[src/rtl/clk_div_prog.sv]
// Runtime-programmable clock divider: 50% clk_out plus tick/rise strobes, with a glitch-free divisor reload.
// Optional phase-alignment input sync_in is compiled in when CLKDIV_SYNC_EN is defined.
module clk_div_prog #(
    parameter int unsigned CNT_W       = 23,
    parameter int unsigned DEFAULT_DIV = 6250000
) (
    input  logic             clk,
    input  logic             reset,
    input  logic             en,
    input  logic [CNT_W-1:0] div_val,
    input  logic             div_load,
`ifdef CLKDIV_SYNC_EN
    input  logic             sync_in,
`endif
    output logic             div_ready,
    output logic             clk_out,
    output logic             tick,
    output logic             rise,
    output logic [CNT_W-1:0] div_active
);

    localparam logic [CNT_W-1:0] DEFAULT_DIV_C = CNT_W'(DEFAULT_DIV);
    localparam logic [CNT_W-1:0] CNT_ZERO_C    = {CNT_W{1'b0}};
    localparam logic [CNT_W-1:0] CNT_ONE_C     = CNT_W'(1'b1);

    logic [CNT_W-1:0] cnt_q, cnt_d;
    logic             clk_out_q, clk_out_d;
    logic             tick_q, tick_d;
    logic             rise_q, rise_d;
    logic [CNT_W-1:0] div_active_q, div_active_d;
    logic [CNT_W-1:0] pend_q, pend_d;
    logic             ready_q, ready_d;
    logic             apply_s;

    // Next-state logic: handshake capture, counting/wrap, and divisor apply.
    always_comb begin
        cnt_d        = cnt_q;
        clk_out_d    = clk_out_q;
        tick_d       = 1'b0;
        rise_d       = 1'b0;
        div_active_d = div_active_q;
        pend_d       = pend_q;
        ready_d      = ready_q;
        apply_s      = 1'b0;

        if (div_load && ready_q) begin
            pend_d  = div_val;
            ready_d = 1'b0;
        end else begin
            pend_d  = pend_q;
        end

`ifdef CLKDIV_SYNC_EN
        if (sync_in) begin
            cnt_d     = CNT_ZERO_C;
            clk_out_d = 1'b0;
            apply_s   = ~ready_q;
        end else
`endif
        if (en) begin
            if (cnt_q == div_active_q) begin
                cnt_d     = CNT_ZERO_C;
                clk_out_d = ~clk_out_q;
                tick_d    = 1'b1;
                rise_d    = ~clk_out_q;
                apply_s   = ~ready_q;
            end else begin
                cnt_d     = cnt_q + CNT_ONE_C;
            end
        end else begin
            // While stopped there is no half-period to protect, so a pending divisor lands immediately.
            if (!ready_q) begin
                cnt_d   = CNT_ZERO_C;
                apply_s = 1'b1;
            end else begin
                cnt_d   = cnt_q;
            end
        end

        // apply and accept are exclusive: accept needs ready_q=1, apply needs ready_q=0.
        if (apply_s) begin
            div_active_d = pend_q;
            ready_d      = 1'b1;
        end else begin
            div_active_d = div_active_q;
        end
    end

    // State and output registers.
    always_ff @(posedge clk or posedge reset) begin
        if (reset) begin
            cnt_q        <= CNT_ZERO_C;
            clk_out_q    <= 1'b0;
            tick_q       <= 1'b0;
            rise_q       <= 1'b0;
            div_active_q <= DEFAULT_DIV_C;
            pend_q       <= CNT_ZERO_C;
            ready_q      <= 1'b1;
        end else begin
            cnt_q        <= cnt_d;
            clk_out_q    <= clk_out_d;
            tick_q       <= tick_d;
            rise_q       <= rise_d;
            div_active_q <= div_active_d;
            pend_q       <= pend_d;
            ready_q      <= ready_d;
        end
    end

    assign div_ready  = ready_q;
    assign clk_out    = clk_out_q;
    assign tick       = tick_q;
    assign rise       = rise_q;
    assign div_active = div_active_q;

endmodule
[config.mk]
export PLATFORM = sky130hd
export DESIGN_NAME = clk_div_prog
export DESIGN_NICKNAME = d
export VERILOG_FILES = /design/src/rtl/clk_div_prog.sv
export SDC_FILE = /design/constraint.sdc
export NUM_CORES = 1
export LEC_CHECK = 0
export CORE_MARGIN = 10
export CORE_UTILIZATION = 45
export CTS_CLUSTER_DIAMETER = 50
export DETAILED_ROUTE_END_ITERATION = 10
export GPL_ROUTABILITY_DRIVEN = 0
export PLACE_DENSITY = 0.7
export SLEW_MARGIN = 5
export SYNTH_ARGS = -nofsm -noshare
export SYNTH_HDL_FRONTEND = slang
export SYNTH_SLANG_ARGS = --single-unit
[constraint.sdc]
create_clock -name clk -period 7.2 [get_ports clk]
set_input_delay 1.44 -clock clk [delete_from_list [all_inputs] [get_ports clk]]
set_output_delay 1.44 -clock clk [all_outputs]
set_load 0.02 [all_outputs]
; ---- Word level (Yosys, flattened, before mapping)
; Index checks and enable logic that the tools add are counted.
[totals]
rom_bits = 0
in_bits = 27
mem_count = 0
latchBits = 0
ramBits = 0
reg_bits = 73
[op_classes]
muxes = 12
reduce_logical = 3
n_shift = 0
bitwise = 2
n_lt_le_gt_ge = 0
mul = 0
add_sub_neg = 1
n_eq_ne = 2
div_mod_pow = 0
[ops]
columns = cell, count
row1 = 2-to-1 mux 23 bit, 3
row2 = adder 23 x 1 -> 23 bit (second input constant), 1
row3 = equality test 23 bit, 1
row4 = 2-to-1 mux 1 bit, 9
row5 = != test 2 bit (second input constant), 1
row6 = NOT 1 bit, 2
row7 = AND reduction 2 bit, 1
row8 = nonzero test 2 bit, 1
row9 = logical AND 1 bit, 1

; ---- Longest topological paths before layout
[depth]
word_depth = 4
depth_mapped = 7
depth_no_buf = 6

; ---- Worst setup path before layout
; OpenSTA, ideal clock, no wires.
[synth_path]
kind = in2reg
start = in en
end = reg div_active_q[3] (netlist: div_active[3])
setup_ps = 131
slack_ps = 4721
arrival_ps = 2348
n_path_buf = 2
path_stages = 5
cell_sequence = clkbuf_1 -> clkbuf_1 -> nor3b_1 -> a221oi_1 -> nand3_1
[synth_between]
elab_chain_len = 1
[synth_rtl]
columns = element, line_no
row1 = from (decl), 9  ; input logic en,
row2 = 2-to-1 mux 1 bit, 60  ; if (en) begin
row3 = to (signal assigned), 104  ; div_active_q <= div_active_d;
row4 = to (decl), 30  ; logic [CNT_W-1:0] div_active_q, div_active_d;
; No other way between the ends.
; A chain may end at the register's enable or synchronous reset.

; ---- Final worst setup path
[layout_path]
start = reg ready_q (netlist: div_ready)
end = out div_ready
[layout_rtl]
columns = element, line_no
row1 = from (decl), 32  ; logic ready_q, ready_d;
row2 = from (signal assigned), 106  ; ready_q <= ready_d;
row3 = to (decl), 15  ; output logic div_ready,
; No word-level cell between the ends.

==> impl_metrics.csv <==
group,metric,value,unit
synthesis,ys_seq_elements,73,
routing,vias_per_cell,6.01,
routing,drt_first_pass_iters,5,
sta,finalCritPeriodShare,0.502,
final_layout,fill_cells,807,
clock_network,cts_num_sinks,73,
sta,min_period,3.62,ns
final_layout,syn2layout_area_growth,16.7,%
sta,fmax,276,MHz
grt,grtUsageTotal,0.159,
power,powerDensity,220,nW/um^2
power,power,1.06,mW
floorplanning,die_area,13400,um^2
sta,max_slew_margin,0.252,
synthesis,ys.flop_type,"dfrtp_1",
grt,antenna_found_initial,0,
routing,ant_nets,0,
job,cap_viol_max_count,0,
final_layout,regArea,1840,um^2
clock_network,clk_pin_slew_worst_paths,0.07,ns
synthesis,synth_edf_count,0,
synthesis,synthesis.instances,416,
worst_setup_path,cp-startpoint,"div_ready",
worst_setup_path,critPathKind,"flop to primary output",
worst_setup_path,crit_chain,"buf_4 > clkdlybuf4s50_1",
sta,worst_pin_slew,1.12,ns
worst_setup_path,cp.required,5.76,ns
final_layout,fin_util,0.546,
sta,finClkSkew,0.0124,ns
worst_setup_path,worstPathMaxFanout,74,
grt,grt_pass1_wl,17300,um
grt,grt_pass1_vias,3400,
outcome,status,"completed",
sta,rsz0062_at_grt,"false",
routing,drc_errors,0,
synthesis,synth_cell_types,36,
sta,whs,0.518,ns
worst_setup_path,arrival,2.18,ns
hold_path,worst_hold_path_type,"flop to flop",
clock_network,clock_latency,0.35,ns
floorplanning,fp.dieH,116,um
worst_setup_path,end_kind,"primary output",
clock_network,cts_max_level,3,
grt,grt_overflow,0,
synthesis,syn_area_per_cell,9.95,um^2
worst_setup_path,crit_path_max_incr_delay,0.74,ns
place,io_buffers,53,
grt,grt_max_degree,75,
power,irDropWorstVdd,112,uV
synthesis,syn_area,4140,um^2
routing,wl,10300,um
power,leakage,1.79,nW
floorplanning,fp.dieW,116,um
synthesis,seq_area_frac_synth,0.445,
final_layout,antenna_cells,0,
clock_network,cts_buffers,9,
sta,setup_viol,0,
clock_network,root_buffer,"clkbuf_8",
final_layout,nets,478,
sta,tns,0,ns
synthesis,syn_nets,444,
floorplanning,rows,34,
worst_setup_path,crit_slowest_cell,"clkdlybuf4s50_1",
place,hpwl,6650,um
floorplanning,initial_utilization,0.468,
clock_network,cts_tree,"yes",
clock_network,clk_path_buf_depth,2,
floorplanning,coreArea,8850,um^2
routing,wl_per_cell,18.3,um
sta,hold_viol_final,0,
routing,vias,3383,
floorplanning,pin_count,54,
synthesis,yosysWarnings,0,
worst_setup_path,r2r-start,"div_active[4]",
clock_network,cts_setup_buffers,0,
clock_network,ctsHoldBuffers,0,
routing,drt_iter0_markers,249,
clock_network,postCtsResizedCells,0,
final_layout,multi_input_area,2130,um^2
synthesis,async_reset_ff_frac,1.00,
final_layout,drive_gt1_frac,0.123,
hold_path,hp-start,"clk_out",
sta,maxSlewViolCount,0,
worst_setup_path,worstSetupStartpointType,"flop",
==> path summary, 6_finish.rpt <==
kind / endpoint / slack, ns / cells after the start
hold / removal: clk_out / 0.52 / 1
min in group asynchronous: pend_q[16] / 1.70 / 3
setup reg to reg: cnt_q[17] / 4.52 / 5
setup / recovery: div_ready / 3.58 / 2
hold reg to reg: clk_out / 0.52 / 1
max in group asynchronous: pend_q[10] / 4.90 / 3
==> synthesized netlist by cell type, types with 2 or more instances <==
library cell / n / area [um^2]
dfrtp_1: 60 / 1500
xor2_1: 34 / 298
nand4_1: 33 / 206
nand3_1: 31 / 155
and2_1: 26 / 163
nor2_1: 24 / 90.1
o21ai_0: 24 / 120
mux2_2: 23 / 259
nor2b_1: 23 / 144
a221oi_1: 22 / 193
nor3b_1: 22 / 165
clkbuf_1: 20 / 75.1
dfstp_2: 13 / 342
nand2_1: 10 / 37.5
xnor2_1: 10 / 87.6
buf_2: 9 / 45.0
and4_1: 4 / 35.0
inv_1: 3 / 11.3
nor4_1: 3 / 18.8
and3_1: 2 / 12.5
buf_1: 2 / 7.51
buf_6: 2 / 22.5
nor3_1: 2 / 10.0
nor3_2: 2 / 20.0
==> worst max-delay path, delay by kind of cell, from the launching register on <==
kind / cells / cell delay [ns]
flip-flops: 1 / 0.51
buffers and inverters: 2 / 1.31
==> area by class of cell <==
class,instances,share of cell area
clock buffers,15,0.0303
inverters,3,0.00233
flip-flops and latches,73,0.382
repair buffers,57,0.116
multi-input cells,306,0.441
clock inverters,1,0.00104
well taps,108,0.0280
==> logic make-up after synthesis <==
logic type,synth area share
compound gates,0.0882
xor+xnor,0.0970
fa+ha+maj,0.00302
buf+inv,0.0408
flops,0.445
mux,0.0626
simple gates,0.263
==> state kept, by name (all words and copies together), names as in the netlist <==
register,count
clk_out,1
cnt_q,23
div_active,23
div_ready,1
pend_q,23
rise,1
tick,1
==> power breakdown <==
part | switching, mW | leakage, nW | internal (mW)
registers | 0.0589 | 0.872 | 0.472
logic | 0.123 | 0.847 | 0.141
clock network | 0.143 | 0.0757 | 0.126
==> cells in the final DEF (no fill, tap or decap), types with 2 or more instances in the layout <==
cell,synthesis,routed
dfstp_2,13,13
nor2_1,24,24
nor3_1,2,2
nor2b_1,23,23
clkbuf_8,0,9
and4_1,4,4
xnor2_1,10,10
nand3_1,31,31
xor2_1,34,34
and2_1,26,26
nor3b_1,22,22
nor3_2,2,2
nand4_1,33,33
clkbuf_1,20,6
inv_1,3,2
mux2_2,23,23
nand2_1,10,10
a221oi_1,22,22
buf_4,1,4
nor4_1,3,3
o21ai_0,24,24
and3_1,2,2
dfrtp_1,60,60
clkdlybuf4s50_1,0,53
==> per-layer routing <==
metal	global-route usage	routed length, um
met4	0.0734	201
met3	0.0279	682
met2	0.237	4730
met1	0.220	4680
met5	0	0
==> stage by stage <==
| step | cell area (um^2) | instances | setup slack (ns) |
|---|---|---|---|
| 6_report | 4830 | 563 | 3.58 |
| 5_1_grt | 4830 | 563 | 3.49 |
| 3_3_place_gp | 4680 | 547 | 3.63 |
| 4_1_cts | 4830 | 563 | 3.58 |
| 2_1_floorplan | 4140 | 416 | 3.93 |
| 3_5_place_dp | 4680 | 547 | 3.57 |
No activity file was read; power rests on OpenSTA's default activity.
